===== src/rtl/key_debounce_bank.sv =====
// key_debounce_bank
//   A bank of CH independent key channels. For each channel the raw key level
//   is synchronised, debounced, edge-detected and tracked by a hold FSM that
//   produces long-press and auto-repeat pulses.
//
// Ports
//   clk            in   single clock, everything on the rising edge
//   rst            in   synchronous active-high reset
//   ch_en          in   [CH] per-channel enable; 0 holds the channel in reset
//   button_in      in   [CH] raw asynchronous key levels
//   button_out     out  [CH] debounced level (registered)
//   button_press   out  [CH] one-cycle pulse when the debounced level becomes PRESS_LVL
//   button_release out  [CH] one-cycle pulse when the debounced level leaves PRESS_LVL
//   button_long    out  [CH] one-cycle pulse once a press has been held LONG_CYCLES
//   button_repeat  out  [CH] pulse every REPEAT_CYCLES while held past the long press
//
// Handshake note: there is no valid/ready traffic here. Every output is a
// plain registered level or a single-cycle pulse; consumers sample them on
// the same clock with no back-pressure.
module key_debounce_bank #(
  parameter int unsigned CH            = 4,
  parameter int unsigned CNT_W         = 32,
  parameter int unsigned DEB_CYCLES    = 50000,
  parameter int unsigned LONG_CYCLES   = 100000000,
  parameter int unsigned REPEAT_CYCLES = 20000000,
  parameter logic        PRESS_LVL     = 1'b0
) (
  input  logic          clk,
  input  logic          rst,
  input  logic [CH-1:0] ch_en,
  input  logic [CH-1:0] button_in,
  output logic [CH-1:0] button_out,
  output logic [CH-1:0] button_press,
  output logic [CH-1:0] button_release,
  output logic [CH-1:0] button_long,
  output logic [CH-1:0] button_repeat
);

  typedef enum logic [1:0] {
    ST_RELEASED  = 2'd0,
    ST_HELD      = 2'd1,
    ST_LONG_HELD = 2'd2
  } hold_state_e;

  localparam logic [CNT_W-1:0] DEB_MAX = CNT_W'(DEB_CYCLES);
  // The hold counter starts at 0 on the cycle after the state is entered, so
  // the pulse fires when it shows N-1: the pulse edge is then exactly N edges
  // after the previous reference edge.
  localparam logic [CNT_W-1:0] LONG_LAST = CNT_W'(LONG_CYCLES - 1);
  localparam logic [CNT_W-1:0] REP_LAST  = CNT_W'(REPEAT_CYCLES - 1);

  for (genvar i = 0; i < CH; i++) begin : g_ch
    logic             s1_q, s1_d;
    logic             s2_q, s2_d;
    logic [CNT_W-1:0] deb_cnt_q, deb_cnt_d;
    logic             out_q, out_d;
    logic             out_dly_q, out_dly_d;
    logic             press_q, press_d;
    logic             release_q, release_d;
    hold_state_e      state_q;
    logic [CNT_W-1:0] hold_cnt_q;
    logic             long_q;
    logic             repeat_q;
    logic             chan_clr;

    assign chan_clr = rst | ~ch_en[i];

    // Synchroniser, debounce counter and edge detect.
    always_comb begin
      s1_d = button_in[i];
      s2_d = s1_q;
      if (s1_q != s2_q) begin
        deb_cnt_d = '0;
      end else if (deb_cnt_q == DEB_MAX) begin
        deb_cnt_d = deb_cnt_q;
      end else begin
        deb_cnt_d = deb_cnt_q + CNT_W'(1);
      end
      out_d     = (deb_cnt_q == DEB_MAX) ? s2_q : out_q;
      out_dly_d = out_q;
      press_d   = (out_q != out_dly_q) && (out_q == PRESS_LVL);
      release_d = (out_q != out_dly_q) && (out_q != PRESS_LVL);
    end

    always_ff @(posedge clk) begin
      if (chan_clr) begin
        s1_q      <= ~PRESS_LVL;
        s2_q      <= ~PRESS_LVL;
        deb_cnt_q <= '0;
        out_q     <= ~PRESS_LVL;
        out_dly_q <= ~PRESS_LVL;
        press_q   <= 1'b0;
        release_q <= 1'b0;
      end else begin
        s1_q      <= s1_d;
        s2_q      <= s2_d;
        deb_cnt_q <= deb_cnt_d;
        out_q     <= out_d;
        out_dly_q <= out_dly_d;
        press_q   <= press_d;
        release_q <= release_d;
      end
    end

    // Hold FSM. A released debounced level is checked before any pulse
    // condition, so release always wins over a long/repeat due that cycle.
    always_ff @(posedge clk) begin
      if (chan_clr) begin
        state_q    <= ST_RELEASED;
        hold_cnt_q <= '0;
        long_q     <= 1'b0;
        repeat_q   <= 1'b0;
      end else begin
        long_q   <= 1'b0;
        repeat_q <= 1'b0;
        case (state_q)
          ST_RELEASED: begin
            if (out_q == PRESS_LVL) begin
              state_q    <= ST_HELD;
              hold_cnt_q <= '0;
            end
          end
          ST_HELD: begin
            if (out_q != PRESS_LVL) begin
              state_q    <= ST_RELEASED;
              hold_cnt_q <= '0;
            end else if (hold_cnt_q == LONG_LAST) begin
              long_q     <= 1'b1;
              state_q    <= ST_LONG_HELD;
              hold_cnt_q <= '0;
            end else begin
              hold_cnt_q <= hold_cnt_q + CNT_W'(1);
            end
          end
          ST_LONG_HELD: begin
            if (out_q != PRESS_LVL) begin
              state_q    <= ST_RELEASED;
              hold_cnt_q <= '0;
            end else if (hold_cnt_q == REP_LAST) begin
              // Wrap to 0 on the pulse itself so the period never drifts.
              repeat_q   <= 1'b1;
              hold_cnt_q <= '0;
            end else begin
              hold_cnt_q <= hold_cnt_q + CNT_W'(1);
            end
          end
          default: begin
            state_q    <= ST_RELEASED;
            hold_cnt_q <= '0;
          end
        endcase
      end
    end

    assign button_out[i]     = out_q;
    assign button_press[i]   = press_q;
    assign button_release[i] = release_q;
    assign button_long[i]    = long_q;
    assign button_repeat[i]  = repeat_q;
  end

endmodule


===== config.mk =====
export PLATFORM = sky130hd
export DESIGN_NAME = key_debounce_bank
export DESIGN_NICKNAME = d
export VERILOG_FILES = /design/src/rtl/key_debounce_bank.sv
export SDC_FILE = /design/constraint.sdc
export NUM_CORES = 1
export LEC_CHECK = 0
export ABC_AREA = 1
export CELL_PAD_IN_SITES_DETAIL_PLACEMENT = 1
export CELL_PAD_IN_SITES_GLOBAL_PLACEMENT = 2
export CORE_MARGIN = 2
export CORE_UTILIZATION = 35
export CTS_CLUSTER_DIAMETER = 50
export DETAILED_ROUTE_END_ITERATION = 8
export PLACE_DENSITY = 0.83
export SLEW_MARGIN = 20
export SYNTH_ARGS = -nofsm -noshare
export SYNTH_HDL_FRONTEND = slang
export SYNTH_SLANG_ARGS = --single-unit

===== constraint.sdc =====
create_clock -name clk -period 2.05 [get_ports clk]
set_clock_uncertainty 0.2 [all_clocks]
set_input_delay 0.3075 -clock clk [delete_from_list [all_inputs] [get_ports clk]]
set_output_delay 0.3075 -clock clk [all_outputs]
set_load 0.1 [all_outputs]

==> out/metrics.csv <==
stage;metric;value;unit
status;run status;complete, no violations;
route;routed vias/inst;5.01;
clock_tree;deepest clock path buffer count;3;
timing;setup slack after layout;0.115;ns
placement;DP Worst Slack;-0.153;ns
floorplan;Initial Utilization;0.355;
global_routing;remaining global-route overflow;0;
route;Routed Wire Length;52200;um
job;max cap viols;0;
floorplan;Die H;224;um
synthesis;Post-Syn Area;16900;sq um
placement;DP Cell Count;3357;
synthesis;Post-synth top cells;nand2_1, nor2_1, inv_1;
cells_and_area;fill count;6226;
power;total power;15.2;mW
route;met2 wire length;24900;um
global_routing;first-pass GRT wire length;87100;um
cells_and_area;Reg area;5940;sq um
cells_and_area;Multi-input gate area;9670;sq um
setup_path;CP peak stage delay;0.33;ns
timing;final setup fails;0;
clock_tree;Clock transition at path regs;0.05;ns
clock_tree;clock sinks;296;
cells_and_area;Final Util;0.434;
clock_tree;TritonCTS clock tree;yes;
clock_tree;Clock Latency Late Sink;0.58;ns
synthesis;yosys warns;0;
setup_path;Buf/Inv on CP;1;
global_routing;largest net degree at the start of global routing;31;
power;leak pwr;7.58;nW
setup_path;crit path max fanout;4;
clock_tree;CTS H-Tree Depth;2;
global_routing;Total GRT Usage;0.208;
worst_hold_path;WHS Path Cells;2;
timing;shortest period the worst path allows;1.93;ns
worst_hold_path;worst hold path class;in -> reg;
route;via count;17333;
floorplan;num ports;30;
floorplan;Core Box Area;47700;sq um
route;Post-Route M1 WL;24500;um
route;drt first pass iters;5;
synthesis;Post-Synthesis Cells;2674;
timing;Peak Freq;517;MHz
cells_and_area;layout cell share with drive strength beyond 1;0.135;
clock_tree;Num CTS Buffers;49;
placement;RD Place Congestion;0.859;
synthesis;synth unique cells;47;
synthesis;post-synth top area share;0.350;
cells_and_area;non-filler instance count after layout;3458;
synthesis;FFs w/ async S/R, synth;0;
timing;Final Hold Slack;0.108;ns
setup_path;Setup crit start kind;flop;
setup_path;delay-heaviest family, CP;simple AND/OR/NAND/NOR gates;
setup_path;crit end category;flop;
setup_path;crit path cell chain;ha_2 -> nand3_1 -> inv_2 -> nand2_2 -> nor2_2 -> nand2_2 -> nand2_2 -> nand2_2 -> nand2_4 -> nand2_8 -> nand2_4 -> nor2_1;
timing;worst slew pin tran;0.600;ns
synthesis;Synth area leaders;dfxtp_1, nand2_1, nor2_1, inv_1, nand3_1;
clock_tree;Root Buffer Master;clkbuf_16;
floorplan;Die ar.;50200;sq um
route;DRT antenna net count;0;
power;Power Density;733;nW/um^2
setup_path;Worst path slowest cell;dfxtp_1;
setup_path;WS Path Type;reg -> reg;
placement;hpwl dp;39400;um
setup_path;Worst EP required;2.31;ns
synthesis;post-synth top area cell;dfxtp_1;
synthesis;Net Count, Synth;2708;
clock_tree;# hold bufs at CTS;0;
timing;Final Max Slew Viols;0;
synthesis;number of synthesized flops with an enable pin;0;
timing;setup total negative slack;0;ns
global_routing;number of global-route vias before repair;17746;
setup_path;CP most frequent cell;nand2_2;
route;DRT iter0 DRCs;659;
global_routing;antenna violations before repair;1;
cells_and_area;Final Cell Area;20700;sq um
setup_path;Reg2Reg Depth;12;
timing;final hold vios;0;
timing;Max transition margin;0.600;
synthesis;post-synthesis sequential area ratio;0.350;
route;met3 wire len;1600;um
synthesis;ys flop type;dfxtp_1;
synthesis;synthesized area per cell;6.33;sq um
floorplan;Die W;224;um
route;DR top layer;met4;
synthesis;Seq cells post-synth;296;
setup_path;critical path arrival;2.20;ns
route;drt wl/cell;15.1;um
power;Worst VDD drop;0.000543;V
cells_and_area;Area growth syn-to-layout;22.4;%
route;DRC Markers;0;
placement;dpl cell area;18500;sq um
synthesis;top-count cell post-synth;nand2_1;
floorplan;row cnt;80;
setup_path;critical path depth;12;
timing;Tcrit/Tclk final;0.944;
cells_and_area;Final nets;2837;
placement;I/O Buffers;29;
cell families (layout without fill, tap and decap cells):
| kind of cell | Yosys count | count (layout) | synth area share |
|---|---|---|---|
| compound gates | 318 | 318 | 0.0988 |
| xor+xnor | 40 | 40 | 0.0207 |
| fa+ha+maj | 24 | 24 | 0.0177 |
| buf+inv | 415 | 580 | 0.101 |
| flops | 296 | 296 | 0.350 |
| other cells | 0 | 1 | 0 |
| simple gates | 1581 | 1584 | 0.412 |
metal layers:
metal | GRT usage | up-vias
met5 | 0 | -
met1 | 0.266 | 8245
li1 | - | 8833
met2 | 0.363 | 181
met3 | 0.0281 | 74
met4 | 0.0647 | 0
layout make-up:
| class | instances | area share |
|---|---|---|
| Clock buffer | 58 | 0.0643 |
| Timing Repair Buffer | 143 | 0.0602 |
| Sequential cell | 296 | 0.286 |
| Multi-Input combinational cell | 1966 | 0.466 |
| Antenna cell | 1 | 0.000121 |
| Tap cell | 615 | 0.0371 |
| Inverter | 347 | 0.0628 |
| Clock inverter | 32 | 0.0226 |
repair_timing:
| item | 4_1_cts | 5_1_grt |
|---|---|---|
| endpoints found under the setup margin | 19 | 161 |
| buffers inserted | 0 | 7 |
| resized for setup | 5 | 95 |
| pin swaps | 0 | 13 |
| gates cloned | 0 | 3 |
state kept, by name, indices dropped and copies added, names as in the netlist:
register         flops
g_ch.out_dly_d       4
g_ch.out_dly_q       4
g_ch.hold_cnt_q    128
g_ch.repeat_q        4
g_ch.state_q         8
g_ch.press_q         4
g_ch.long_q          4
g_ch.deb_cnt_q     128
g_ch.release_q       4
g_ch.s2_q            4
g_ch.s1_q            4
report_power, final:
part / internal (mW) / total [mW] / switching, mW / leakage [nW]
logic: 0.111 / 0.300 / 0.189 / 4.31
clock network: 5.94 / 9.11 / 3.17 / 0.873
registers: 5.77 / 5.78 / 0.0102 / 2.39
final timing paths:
path	startpoint	endpoint	slack, ns
hold reg to reg	g_ch[0].out_dly_q	g_ch[0].release_q	0.22
setup reg to reg	g_ch[1].hold_cnt_q[1]	g_ch[1].hold_cnt_q[5]	0.12
setup / recovery	g_ch[1].hold_cnt_q[1]	g_ch[1].hold_cnt_q[5]	0.12
hold / removal	button_in[0]	g_ch[0].s1_q	0.11
cells in the final DEF (no fill, tap or decap), drive strengths merged, types with 4 or more instances in the layout:
cell and count:
a21oi 190, a31oi 4, and2 5, buf 134
bufinv 10, clkbuf 58, clkdlybuf4s50 9, clkinv 13
clkinvlp 4, dfxtp 296, ha 24, inv 352
nand2 728, nand3 219, nand3b 8, nand4 62
nor2 424, nor3 103, nor3b 12, nor4 7
o211ai 6, o21a 9, o21ai 94, or2 14
xnor2 9, xor2 31
Power figures use the tool's default switching activity.
